`src/rtl/latch_q_monitor.sv`:
```
// latch_q_monitor: synchronise, glitch-filter and edge-detect a latch output; count transitions and queue timestamped edge events.
// Ports:
//   clk, rstn            clock and asynchronous active-low reset
//   q_in                 latch q, asynchronous to clk
//   clr_cnt              synchronous clear of trans_cnt and overflow
//   q_filt, rise, fall   filtered level and one-cycle edge pulses
//   trans_cnt            saturating count of filtered transitions
//   evt_valid/evt_ready  2-entry event FIFO handshake; head is {evt_rise, evt_ts}
//   overflow             sticky flag, set when an event is dropped on a full FIFO
module latch_q_monitor #(
  parameter int SYNC_STAGES = 2,
  parameter int FILT_CYCLES = 4,
  parameter int CNT_W = 8,
  parameter int TS_W = 16
) (
  input  logic             clk,
  input  logic             rstn,
  input  logic             q_in,
  input  logic             clr_cnt,
  output logic             q_filt,
  output logic             rise,
  output logic             fall,
  output logic [CNT_W-1:0] trans_cnt,
  output logic             evt_valid,
  input  logic             evt_ready,
  output logic             evt_rise,
  output logic [TS_W-1:0]  evt_ts,
  output logic             overflow
);
  localparam int FW = $clog2(FILT_CYCLES + 1);
  logic [SYNC_STAGES-1:0] sync;
  logic [FW-1:0] fcnt;
  logic [TS_W-1:0] ts;
  logic [TS_W:0] e0, e1;
  logic [1:0] occ, wr_idx;
  logic s, upd, pop, drop;
  assign s = sync[SYNC_STAGES-1];
  assign upd = (s != q_filt) && (fcnt == FW'(FILT_CYCLES - 1));
  assign evt_valid = occ != 2'd0;
  assign pop = evt_valid && evt_ready;
  // slot the incoming event lands in once this cycle's pop has shifted the FIFO
  assign wr_idx = occ - {1'b0, pop};
  assign drop = upd && (wr_idx == 2'd2);
  assign {evt_rise, evt_ts} = e0;
  always_ff @(posedge clk or negedge rstn) begin
    if (!rstn) begin
      sync <= '0;
      fcnt <= '0;
      q_filt <= 1'b0;
      rise <= 1'b0;
      fall <= 1'b0;
      ts <= '0;
      trans_cnt <= '0;
      overflow <= 1'b0;
      occ <= 2'd0;
      e0 <= '0;
      e1 <= '0;
    end else begin
      sync <= {sync[SYNC_STAGES-2:0], q_in};
      fcnt <= (s == q_filt || upd) ? '0 : fcnt + 1'b1;
      if (upd) q_filt <= s;
      rise <= upd & s;
      fall <= upd & ~s;
      ts <= ts + 1'b1;
      trans_cnt <= clr_cnt ? '0 : (upd && trans_cnt != '1) ? trans_cnt + 1'b1 : trans_cnt;
      // a drop in the same cycle as a clear leaves the flag set
      overflow <= drop | (overflow & ~clr_cnt);
      occ <= occ + {1'b0, upd & ~drop} - {1'b0, pop};
      if (pop) e0 <= e1;
      if (upd && wr_idx == 2'd0) e0 <= {s, ts};
      if (upd && wr_idx == 2'd1) e1 <= {s, ts};
    end
  end
endmodule

```
`config.mk`:
```
export PLATFORM = sky130hd
export DESIGN_NAME = latch_q_monitor
export DESIGN_NICKNAME = d
export VERILOG_FILES = /design/src/rtl/latch_q_monitor.sv
export SDC_FILE = /design/constraint.sdc
export NUM_CORES = 1
export LEC_CHECK = 0
export ABC_CLOCK_PERIOD_IN_PS = 2900
export CAP_MARGIN = 20
export CORE_ASPECT_RATIO = 0.9
export CORE_UTILIZATION = 30
export DETAILED_ROUTE_END_ITERATION = 6
export PLACE_DENSITY = 0.56
export SYNTH_ARGS = -nofsm -noshare
export SYNTH_HDL_FRONTEND = slang
export SYNTH_SLANG_ARGS = --single-unit
```
`constraint.sdc`:
```
create_clock -name clk -period 2.9 [get_ports clk]
set_input_delay 0.29 -clock clk [delete_from_list [all_inputs] [get_ports clk]]
set_output_delay 0.29 -clock clk [all_outputs]
set_load 0.03 [all_outputs]
```
## Yosys cells after proc, flatten, opt, wreduce, memory -nomap -nowiden

Index checks and enable logic that the tools add are counted.

| storage, ports and cells | value |
|---|---|
| bits in registers | 69 |
| output and inout port bits | 30 |

| operators by class | value |
|---|---|
| add/subtract/negate cells | 6 |
| muxes and demuxes | 5 |
| bitwise logic cells | 8 |
| equal/unequal tests | 6 |
| reductions and logical operators | 11 |

Operators with widths:

| cell | count |
|---|---|
| 17-bit two-way mux | 2 |
| 16-bit by 1-bit adder with 16-bit output, second input constant | 1 |
| 8-bit two-way mux | 2 |
| 8-bit by 1-bit adder with 8-bit output, second input constant | 1 |
| 8-bit inequality test, second input constant | 1 |
| 1-bit logical AND | 6 |
| 2-bit nonzero test | 3 |
| 1-bit AND | 4 |
| 2-bit by 1-bit subtractor with 2-bit output | 2 |
| 3-bit by 1-bit adder with 3-bit output, second input constant | 1 |
| 3-bit by 2-bit equality test with 1-bit output, second input constant | 1 |
| 3-bit two-way mux | 1 |
| 1-bit NOT | 3 |
| 2-bit by 1-bit adder with 2-bit output | 1 |
| 2-bit by 1-bit equality test with 1-bit output, second input constant | 1 |
| 2-bit equality test, second input constant | 1 |
| 2-bit logical NOT | 1 |
| 1-bit equality test | 1 |
| 1-bit logical OR | 1 |
| 1-bit inequality test | 1 |
| 1-bit OR | 1 |

## Logic depth before layout (Yosys ltp)

Gate-level depths: netlist of the first run.

| depth | value |
|---|---|
| depth after elaboration | 9 |
| gate-level depth with buffers | 13 |
| depth with buffers taken out | 11 |

## Least setup slack after synthesis of the first run

Ideal clock, no wire load.

| timing | value |
|---|---|
| path kind | register to register |
| start | reg occ[1] |
| end | reg occ[1] |
| library setup time | 0.125 ns |
| path slack | 0.177 ns |
| required time | 2.775 ns |
| period minus slack after synthesis | 2.723 ns |
| cell stages (with the launch flop) | 14 |
| arrival | 2.597 ns |
| buffers on the path | 2 |
| path through | dfrtp_1 > or2_2 > clkbuf_1 > nand2_4 > buf_6 > inv_1 > ha_1 > nand2_1 > nand3_1 > ha_1 > inv_1 > ha_1 > xnor2_1 > xnor2_1 |

| on the way | value |
|---|---|
| longest elaborated chain between the ends | 9 |

RTL lines:

| element | RTL line | RTL |
|---|---|---|
| from (decl) | 35 | `logic [1:0] occ, wr_idx;` |
| from (signal assigned) | 68 | `occ <= occ + {1'b0, upd & ~drop} - {1'b0, pop};` |
| 2-bit nonzero test (*) | 39 | `assign evt_valid = occ != 2'd0;` |
| named net evt_valid | 24 | `output logic evt_valid,` |
| 1-bit logical AND (*) | 40 | `assign pop = evt_valid && evt_ready;` |
| 2-bit by 1-bit subtractor with 2-bit output | 42 | `assign wr_idx = occ - {1'b0, pop};` |
| 2-bit equality test | 43 | `assign drop = upd && (wr_idx == 2'd2);` |
| 1-bit logical AND | 43 |  |
| 1-bit NOT | 68 |  |
| 1-bit AND | 68 |  |
| 2-bit by 1-bit adder with 2-bit output | 68 |  |
| 2-bit by 1-bit subtractor with 2-bit output (*) | 68 |  |

The timed path passes the listed nets; every way through them passes the cells marked *.
A chain may end at the register's enable or synchronous reset.

## Worst setup path after layout of the first run

| timing | value |
|---|---|
| start | reg occ[1] |
| end | reg e1[4] |

| on the way | value |
|---|---|
| longest elaborated chain between the ends | 5 |

RTL lines:

| element | RTL line | RTL |
|---|---|---|
| 2-bit nonzero test | 39 |  |
| 1-bit logical AND | 40 |  |
| 2-bit by 1-bit subtractor with 2-bit output (*) | 42 |  |
| 2-bit by 1-bit equality test with 1-bit output (*) | 71 | `if (upd && wr_idx == 2'd1) e1 <= {s, ts};` |
| 1-bit logical AND (*) | 71 |  |
| to (signal assigned) | 71 |  |
| to (decl) | 34 | `logic [TS_W:0] e0, e1;` |

Mark *: on every way between the ends. The rest lies on a longest branch, timed or not.

==> summary.txt, run 1 <==
Setup path
  • CP endpoint kind: flop
  • CP arrival: 2.62 ns
  • Data required, critical path: 3.12 ns
  • CP Launch Type: flop
  • Crit Path Category: reg -> reg
  • Worst Path Max Fanout: 17

Global route
  • Pin count of the biggest net entering global routing: 35
  • Global-route wire length before repair: 9646 um
  • GRT Util Overall: 0.1213
  • Vias in the first global route: 1,947
  • Initial antenna violation count: 0
  • Gr ovfl total: 0

Hold path
  • Hold Path Class: reg -> reg

Logic synthesis
  • Synthesized cell area: 2994 sq um
  • Async SR Flop Fraction: 1.000
  • Post-synth cell types: 36
  • Main synth FF type: dfrtp_1
  • Synthesized Nets: 270
  • Synth Register Bits: 69
  • Ys Warns: 0
  • Seq/Total Area, Yosys: 0.5767
  • Cells after synthesis: 258
  • Number of enable flip-flop cells after synthesis: 0
  • Avg Cell Area, Syn: 11.61 sq um

Cells and area
  • Synthesis-to-layout area growth: 23.15%
  • Nets: 311
  • Most frequent cells in the layout: dfrtp_1, clkdlybuf4s50_1, nor2_1
  • Ant diodes: 0
  • Commonest non-fill, non-tap cell in the layout: dfrtp_1
  • Final cell count without fillers: 430
  • Fillers: 971
  • Multi-input logic area: 1181 sq um
  • FF+latch area: 1727 sq um
  • Share of layout cells above drive strength 1: 0.1316

Detailed routing
  • Antenna viol nets, final: 0
  • DRT iter0 DRCs: 140
  • WL final: 5645 um
  • Via density: 4.600
  • Via Count: 1,978
  • DRC: 0
  • DR pass1 iterations: 4
  • Wire per inst: 13.13 um

Placement
  • Port Buffers: 34
  • HPWL Detailed: 3764 um
  • Inst Count DP: 413
  • RD Place Congestion: 0.7744

Clock network
  • CTS root buffer: clkbuf_8
  • Post-CTS setup buffer count: 0
  • H-tree depth: 3
  • CTS Sinks: 69
  • Num CTS Buffers: 9
  • Worst-Skew Late Latency: 0.34 ns
  • CTS Hold Buffers Added: 1
  • Clock transition at path regs: 0.07 ns
  • TritonCTS clock tree: built
  • Buffer depth of the longest clock path: 2
  • PostCTS Resize Cnt: 0

Timing
  • Slew Limit Fails: 0
  • RSZ-0062 raised after global routing: false
  • Max Freq: 416.5 MHz
  • Least-Margin Pin Slew: 0.5771 ns
  • Period utilization: 0.8280
  • Worst rel slew slack: 0.6117
  • Final hold violations: 0
  • Total negative slack: 0 ns
  • Skew final: 0.01230 ns
  • Final setup viols: 0
  • Tmin final: 2.401 ns

Floorplanning
  • Starting Density: 0.3087
  • Core Area: 9699 sq um
  • Die W: 107.3 um
  • Chip height: 96.78 um
  • Num rows: 34
  • Top-Level Pins: 35
  • Die Area: 10,380 sq um

Pwr
  • Cell area power density: 732.3 nW/um^2
  • Pleak: 0.001794 uW
  • Max IR drop VDD: 283.2 uV

Job
  • Maxcap violations: 0

Run status
  • Status: complete, no violations
[synth_stat cells, types with 2 or more instances]
master / count / area share
xor2_1: 9 / 0.026
dfrtp_1: 69 / 0.58
inv_1: 10 / 0.013
buf_2: 2 / 0.0033
nor3_1: 2 / 0.0033
nand3_1: 14 / 0.023
clkbuf_1: 5 / 0.0063
a21oi_1: 16 / 0.027
nor4_1: 2 / 0.0042
o21ai_0: 4 / 0.0067
ha_1: 7 / 0.029
mux2i_1: 22 / 0.074
xnor2_1: 10 / 0.029
nand4_1: 3 / 0.0063
mux2_2: 16 / 0.060
nand2_1: 13 / 0.016
nor2_1: 32 / 0.040
and3_1: 4 / 0.0084
[registers in the layout, summed over array words and instances (netlist names)]
signal	flops
sync	2
fall	1
rise	1
ts	16
overflow	1
e1	17
q_filt	1
fcnt	3
e0	17
trans_cnt	8
occ	2
[per-layer routing]
layer | share of wire | global-route usage | up-vias
met5 | 0 | 0 | -
met1 | 0.53 | 0.1767 | 962
met3 | 0.023 | 0.02763 | 9
met4 | 0.020 | 0.06955 | 0
li1 | - | - | 974
met2 | 0.42 | 0.1633 | 33
[cells by family (layout without fill, tap and decap cells)]
family | count (synthesis) | in the layout | synth area share
buffers and inverters | 20 | 66 | 0.02883
muxes | 38 | 38 | 0.1337
DFF | 69 | 69 | 0.5767
and+or+nand+nor | 79 | 79 | 0.1275
xor gates and xnor gates | 19 | 19 | 0.05558
AOI/OAI and AO/OA | 26 | 26 | 0.04848
adders and majority gates | 7 | 7 | 0.02925
[through the flow]
step | setup WS [ns] | util | hold WS, ns | area, sq um | total power, uW
global route | 0.3134 | 0.3802 | 0.3825 | 3687 | 2858
finish | 0.4988 | 0.3802 | 0.3619 | 3687 | 2700
detailed placement | 0.4767 | 0.3584 | 0.2296 | 3476 | 1939
floorplan | 0.1772 | - | -0.005591 | 2994 | 1679
global placement | 0.5532 | 0.3584 | 0.2270 | 3476 | 1924
CTS | 0.4690 | 0.3802 | 0.3651 | 3687 | 2742
[report_power, final]
group	leakage (uW)	switching [uW]	internal [uW]
logic	0.000768	411	321
clock network	0.0000995	367	422
registers	0.000926	85.4	1090
total	0.00179	863	1840
[cell type report]
type                            count  area share
Clock buffer                       11     0.03834
Clock inverter                      5     0.01629
Inverter                           10     0.01018
Multi-Input combinational cell    169      0.3203
Sequential cell                    69      0.4683
Tap cell                          126     0.04276
Timing Repair Buffer               40      0.1038
[worst max-delay path: stages (launching register included)]
cell,delay (ns)
dfrtp_1,0.45
or2_2,0.36
nand2_4,0.08
inv_1,0.05
ha_1,0.31
nor2_1,0.18
nand3_2,0.42
mux2_2,0.44
[worst paths after layout]
check,slack [ns],cells past startpoint,startpoint,endpoint
min in group asynchronous,0.39,2,rstn,trans_cnt[5]
setup reg to reg,0.50,7,occ[1],e1[4]
setup / recovery,0.50,7,occ[1],e1[4]
hold reg to reg,0.36,0,sync[0],sync[1]
max in group asynchronous,1.80,3,rstn,fcnt[0]
hold / removal,0.36,0,sync[0],sync[1]
No activity file was read; power rests on OpenSTA's default activity.
==> inputs of run 2 (changes only) <==
--- a/config.mk
+++ b/config.mk
@@ -5,7 +5,7 @@
 export SDC_FILE = /design/constraint.sdc
 export NUM_CORES = 1
 export LEC_CHECK = 0
-export ABC_CLOCK_PERIOD_IN_PS = 2900
+export ABC_CLOCK_PERIOD_IN_PS = 2430
 export CAP_MARGIN = 20
 export CORE_ASPECT_RATIO = 0.9
 export CORE_UTILIZATION = 30
==> constraint.sdc (replaced) <==
create_clock -name clk -period 2.43 [get_ports clk]
set_input_delay 0.243 -clock clk [delete_from_list [all_inputs] [get_ports clk]]
set_output_delay 0.243 -clock clk [all_outputs]
set_load 0.03 [all_outputs]
==> run 2 against run 1 <==
- critical path depth up 4
- routed wire length down 4.0%
- highest routed layer unchanged
- register-to-register slack worse by 0.27 ns
- clock-buffer cell count down 2
- via count up 1.7%
- sequential share of layout area down 0.66 points
- combinational power up 23%
- cell area up 1.4%
- non-clock buffer count up 1
- maximum frequency up 9.0%
- setup slack worse by 0.27 ns
==> summary.txt, run 2 (synthesized netlist as in run 1, its figures left out) <==
Cells and area
  • Synthesis-to-layout area growth: 24.91% (was 23.15%)
  • Most frequent cells in the layout: dfrtp_1, clkdlybuf4s50_1, nor2_1 (unchanged)
  • Nets: 312 (was 311)
  • Commonest non-fill, non-tap cell in the layout: dfrtp_1 (unchanged)
  • Share of layout cells above drive strength 1: 0.1414 (was 0.1316)
  • Registers with the most flip-flops: e0 (17), e1 (17), ts (16) (unchanged)
  • Fillers: 976 (was 971)
  • Ant diodes: 0 (unchanged)

Setup path
  • CP Launch Type: flop (unchanged)
  • Crit Path Category: reg -> reg (unchanged)
  • Crit path buffers/inverters: 2 (was 1)
  • Setup slack, reg-to-reg: 0.23 ns (was 0.50 ns)
  • Max incr delay on CP: 0.45 ns (about the same)
  • Crit-path cells: or2_2, nand2_8, inv_2, ha_4, nand2_1, nand3_1, ha_1, inv_1, ha_1, xnor2_1, xnor2_1 (was or2_2, nand2_4, inv_1, ha_1, nor2_1, nand3_2, mux2_2)
  • CP delay by family, top: adder cells (was simple AND/OR/NAND/NOR gates)
  • CP endpoint kind: flop (unchanged)
  • Depth of the most critical reg-to-reg path: 11 (was 7)
  • CP arrival: 2.47 ns (was 2.62 ns)
  • Crit Reg-Reg Endpoint: occ[1] (was e1[4])
  • R2R Path Start: occ[1] (unchanged)
  • Data required, critical path: 2.70 ns (was 3.12 ns)
  • Worst Path Max Fanout: 6 (was 17)
  • Crit path max-delay cell type: dfrtp_1 (unchanged)

Timing
  • Least-Margin Pin Slew: 0.5986 ns (was 0.5771 ns)
  • Hold_ws: 0.3531 ns (was 0.3619 ns)
  • Final setup viols: 0 (unchanged)
  • Final hold violations: 0 (unchanged)
  • Slew Limit Fails: 0 (unchanged)
  • Tmin final: 2.203 ns (was 2.401 ns)
  • Period utilization: 0.9067 (was 0.8280)
  • Skew final: 0.007294 ns (was 0.01230 ns)
  • Max Freq: 453.9 MHz (was 416.5 MHz)
  • Total negative slack: 0 ns (unchanged)
  • RSZ-0062 raised after global routing: false (unchanged)
  • Worst rel slew slack: 0.5972 (was 0.6117)

Clock network
  • CTS root buffer: clkbuf_8 (unchanged)
  • Post-CTS setup buffer count: 0 (unchanged)
  • Clock transition at path regs: 0.07 ns (about the same)
  • H-tree depth: 3 (unchanged)
  • Num CTS Buffers: 9 (unchanged)
  • TritonCTS clock tree: built (unchanged)
  • Buffer depth of the longest clock path: 2 (unchanged)
  • CTS Sinks: 69 (unchanged)
  • Worst-Skew Late Latency: 0.34 ns (about the same)

Global route
  • Pin count of the biggest net entering global routing: 70 (was 35)
  • Vias in the first global route: 1,916 (was 1,947)
  • Global-route wire length before repair: 9218 um (was 9646 um)
  • GRT Util Overall: 0.1151 (was 0.1213)
  • Gr ovfl total: 0 (unchanged)
  • Initial antenna violation count: 0 (unchanged)

Detailed routing
  • DR pass1 iterations: 4 (unchanged)
  • Via Count: 2,011 (was 1,978)
  • Via density: 4.677 (was 4.600)
  • DRC: 0 (unchanged)
  • Antenna viol nets, final: 0 (unchanged)
  • Wire per inst: 12.60 um (was 13.13 um)
  • WL final: 5420 um (was 5645 um)
  • DRT iter0 DRCs: 87 (was 140)

Hold path
  • Hold depth: 0 (unchanged)
  • Hold Path Origin: sync[0] (unchanged)
  • Endpoint, Worst Hold: sync[1] (unchanged)
  • Hold Path Class: reg -> reg (unchanged)

Floorplanning
  • Chip height: 96.78 um (unchanged)
  • Die Area: 10,380 sq um (unchanged)
  • Core Area: 9699 sq um (unchanged)
  • Top-Level Pins: 35 (unchanged)
  • Num rows: 34 (unchanged)
  • Die W: 107.3 um (unchanged)
  • Starting Density: 0.3087 (unchanged)

Run status
  • Status: complete, no violations (unchanged)

Pwr
  • Cell area power density: 885.8 nW/um^2 (was 732.3 nW/um^2)
  • Max IR drop VDD: 370.2 uV (was 283.2 uV)
  • Pleak: 0.001802 uW (was 0.001794 uW)

Placement
  • RD Place Congestion: 0.7500 (was 0.7744)
  • HPWL Detailed: 3527 um (was 3764 um)
  • Port Buffers: 34 (unchanged)

Job
  • Maxcap violations: 0 (unchanged)
-- run 2: worst max-delay path by stage --
| stage | startpoint | endpoint | slack, ns | cells after the start |
|---|---|---|---|---|
| after floorplan | occ[1] | occ[1] | 0.02 | 13 |
| final | occ[1] | occ[1] | 0.23 | 11 |
| after CTS | occ[1] | occ[1] | 0.20 | 11 |
| after detailed placement | occ[1] | occ[1] | 0.22 | 11 |
| after global routing | occ[1] | occ[1] | 0.1 | 11 |
| after global placement | evt_ready | occ[1] | 0.25 | 11 |
-- run 2: per-stage QoR --
step	power (uW)	cells	setup WS (ns)	utilization	instance area (sq um)
final	3313	430	0.2268	0.3856	3740
after global routing	3503	430	0.09847	0.3856	3740
after CTS	3362	430	0.1998	0.3856	3740
after detailed placement	2343	414	0.2161	0.3626	3517
after global placement	2326	414	0.2529	0.3626	3517
after floorplan	2052	258	0.01727	-	3029
-- run 2: final cells by class --
class | count | area, sq um | area share
timing repair buffer | 41 | 402.9 | 0.1077
sequential | 69 | 1727 | 0.4617
tap | 126 | 157.7 | 0.04215
clock inverter | 6 | 88.84 | 0.02375
clock buffer | 9 | 123.9 | 0.03312
inverter | 10 | 37.54 | 0.01004
multi-input combinational | 169 | 1202 | 0.3215
-- run 2: repair_timing --
action                                 4_1_cts  5_1_grt
hold buffers                                 1        0
gates resized for setup                      0        0
endpoints found under the hold margin       69        0
-- run 2: per-layer routing --
layer	wire length, um	vias to the layer above	global-route usage	part of all wire
met3	204	8	0.03302	0.038
met5	0	-	0	0
li1	-	971	-	-
met4	94	0	0.05374	0.017
met1	2903	996	0.1664	0.54
met2	2217	36	0.1573	0.41
-- run 2: power by group --
part           total (uW)  switching (uW)  internal [uW]
registers            1410             102           1310
clock network        1010             437            572
logic                 897             493            404
total                3310            1030           2280
==> inputs of run 3 (changes only) <==
--- a/config.mk
+++ b/config.mk
@@ -8,7 +8,9 @@
 export ABC_CLOCK_PERIOD_IN_PS = 2430
 export CAP_MARGIN = 20
 export CORE_ASPECT_RATIO = 0.9
+export CORE_MARGIN = 2
 export CORE_UTILIZATION = 30
+export CTS_CLUSTER_SIZE = 16
 export DETAILED_ROUTE_END_ITERATION = 6
 export PLACE_DENSITY = 0.56
 export SYNTH_ARGS = -nofsm -noshare
==> run 3 against run 2 <==
- largest power group unchanged
- highest routed layer unchanged
- combinational power hardly changed
- flip-flop and latch count stayed put
- largest cell class unchanged
- first-iteration DRC count down 20%
==> summary.txt, run 3 (synthesized netlist as in run 1, its figures left out) <==
Run status
  • Status: complete, no violations (unchanged)

Global route
  • Initial antenna violation count: 0 (unchanged)
  • Vias in the first global route: 2,022 (was 1,916)
  • Gr ovfl total: 0 (unchanged)
  • GRT Util Overall: 0.1183 (was 0.1151)
  • Pin count of the biggest net entering global routing: 35 (was 70)
  • Global-route wire length before repair: 9873 um (was 9218 um)

Cells and area
  • Most frequent cells in the layout: dfrtp_1, clkdlybuf4s50_1, nor2_1 (unchanged)
  • Final instance area: 3690 sq um (was 3740 sq um)
  • Registers with the most flip-flops: e0 (17), e1 (17), ts (16) (unchanged)
  • Commonest non-fill, non-tap cell in the layout: dfrtp_1 (unchanged)
  • Synthesis-to-layout area growth: 23.23% (was 24.91%)
  • Nets: 313 (was 312)
  • Share of layout cells above drive strength 1: 0.1438 (was 0.1414)
  • Ant diodes: 0 (unchanged)

Floorplanning
  • Die W: 109.3 um (was 107.3 um)
  • Num rows: 34 (unchanged)
  • Starting Density: 0.3087 (unchanged)
  • Chip height: 98.78 um (was 96.78 um)
  • Die Area: 10,800 sq um (was 10,380 sq um)
  • Core Area: 9699 sq um (unchanged)
  • Top-Level Pins: 35 (unchanged)

Setup path
  • Max incr delay on CP: 0.44 ns (was 0.45 ns)
  • Setup slack, reg-to-reg: 0.24 ns (was 0.23 ns)
  • CP endpoint kind: flop (unchanged)
  • Crit-path cells: or2_2, nand2_8, inv_2, ha_4, nand2_1, nand3_1, ha_1, inv_1, ha_1, xnor2_1, xnor2_1 (unchanged)
  • Crit path max-delay cell type: dfrtp_1 (unchanged)
  • Crit path buffers/inverters: 2 (unchanged)
  • Data required, critical path: 2.69 ns (was 2.70 ns)
  • CP arrival: 2.46 ns (was 2.47 ns)
  • Crit Path Category: reg -> reg (unchanged)
  • CP delay by family, top: adder cells (unchanged)
  • Worst Path Max Fanout: 6 (unchanged)
  • CP Launch Type: flop (unchanged)

Placement
  • Port Buffers: 34 (unchanged)
  • HPWL Detailed: 3838 um (was 3527 um)
  • RD Place Congestion: 0.7832 (was 0.7500)
  • Placed cell areas: 3512 sq um (was 3517 sq um)

Pwr
  • P_int: 2077 uW (was 2281 uW)
  • Reg power frac: 0.451 (was 0.425)
  • Cell area power density: 842.4 nW/um^2 (was 885.8 nW/um^2)
  • Combinational Power Share: 0.290 (was 0.271)
  • Switching Fraction: 0.3318 (was 0.3115)
  • NetSw: 1031 uW (was 1032 uW)
  • Pleak: 0.001787 uW (was 0.001802 uW)
  • Clock power frac: 0.259 (was 0.305)
  • Max IR drop VDD: 428.6 uV (was 370.2 uV)

Timing
  • Period utilization: 0.9026 (was 0.9067)
  • Worst rel slew slack: 0.6082 (was 0.5972)
  • Total negative slack: 0 ns (unchanged)
  • Tmin final: 2.193 ns (was 2.203 ns)
  • Skew final: 0.009248 ns (was 0.007294 ns)
  • Slew Limit Fails: 0 (unchanged)
  • RSZ-0062 raised after global routing: false (unchanged)
  • Final hold violations: 0 (unchanged)
  • Final setup viols: 0 (unchanged)
  • Least-Margin Pin Slew: 0.5824 ns (was 0.5986 ns)
  • Max Freq: 455.9 MHz (was 453.9 MHz)

Clock network
  • Post-CTS setup buffer count: 0 (unchanged)
  • TritonCTS clock tree: built (unchanged)
  • Num CTS Buffers: 9 (unchanged)
  • CTS Sinks: 69 (unchanged)
  • H-tree depth: 3 (unchanged)
  • Clock transition at path regs: 0.07 ns (about the same)
  • Buffer depth of the longest clock path: 2 (unchanged)
  • Worst-Skew Late Latency: 0.34 ns (about the same)
  • CTS root buffer: clkbuf_8 (unchanged)

Detailed routing
  • DRC: 0 (unchanged)
  • Wire per inst: 13.04 um (was 12.60 um)
  • DRT iter0 DRCs: 70 (was 87)
  • Via density: 4.616 (was 4.677)
  • Via Count: 1,994 (was 2,011)
  • DR pass1 iterations: 4 (unchanged)
  • WL final: 5633 um (was 5420 um)
  • Antenna viol nets, final: 0 (unchanged)

Job
  • Maxcap violations: 0 (unchanged)

Hold path
  • Hold Path Class: in -> reg (was reg -> reg)
-- run 3: changes by cell type in the layout (fill, tap and decap cells not counted) --
cell	previous run	this run
clkinv_2	1	3
buf_4	5	7
buf_12	1	0
clkbuf_1	0	1
clkinvlp_4	2	1
bufinv_16	2	0
clkinv_4	1	2
-- run 3: worst paths after layout --
check,from,end,cells past startpoint
worst max-delay path,occ[1],occ[1],11
min in group asynchronous,rstn,e1[4],2
worst min-delay path,q_in,sync[0],1
worst min register to register,sync[0],sync[1],0
worst max register to register,occ[1],occ[1],11
max in group asynchronous,rstn,trans_cnt[2],3
-- run 3: power groups by stage --
| stage | clock network (uW) | logic [uW] | registers, uW |
|---|---|---|---|
| 3_5_place_dp | 0 | 917 | 1430 |
| 2_1_floorplan | 0 | 492 | 1560 |
| 6_report | 805 | 900 | 1400 |
| 3_3_place_gp | 0 | 898 | 1430 |
| 5_1_grt | 891 | 993 | 1430 |
| 4_1_cts | 834 | 922 | 1410 |
-- run 3: area by class of cell --
cell class | count | area [sq um]
timing repair buffer | 42 | 397.9
inverter | 10 | 37.54
tap | 126 | 157.7
clock buffer | 10 | 127.6
sequential | 69 | 1727
clock inverter | 6 | 40.04
fill | 978 | 6010
multi-input combinational | 169 | 1202
-- run 3: timing repair --
item	CTS	global route
endpoints found under the hold margin	14	0
hold buffers	1	0
gates resized for setup	0	0
-- run 3: routing by layer --
metal | global-route usage | part of all wire | vias up
met2 | 0.1677 | 0.44 | 29
met1 | 0.1662 | 0.51 | 977
li1 | - | - | 981
met3 | 0.03175 | 0.038 | 7
met4 | 0.05842 | 0.019 | 0
met5 | 0 | 0 | -
-- run 3: through the flow --
step	hold slack (ns)	utilization	cells	total power [uW]	setup WS [ns]
final	0.3377	0.3804	432	3108	0.2367
after global routing	0.3369	0.3804	432	3312	0.09754
after CTS	0.3309	0.3804	432	3163	0.1978
after detailed placement	0.1976	0.3621	415	2345	0.2111
after global placement	0.1959	0.3621	415	2325	0.2542
after floorplan	-0.05259	-	258	2052	0.01727
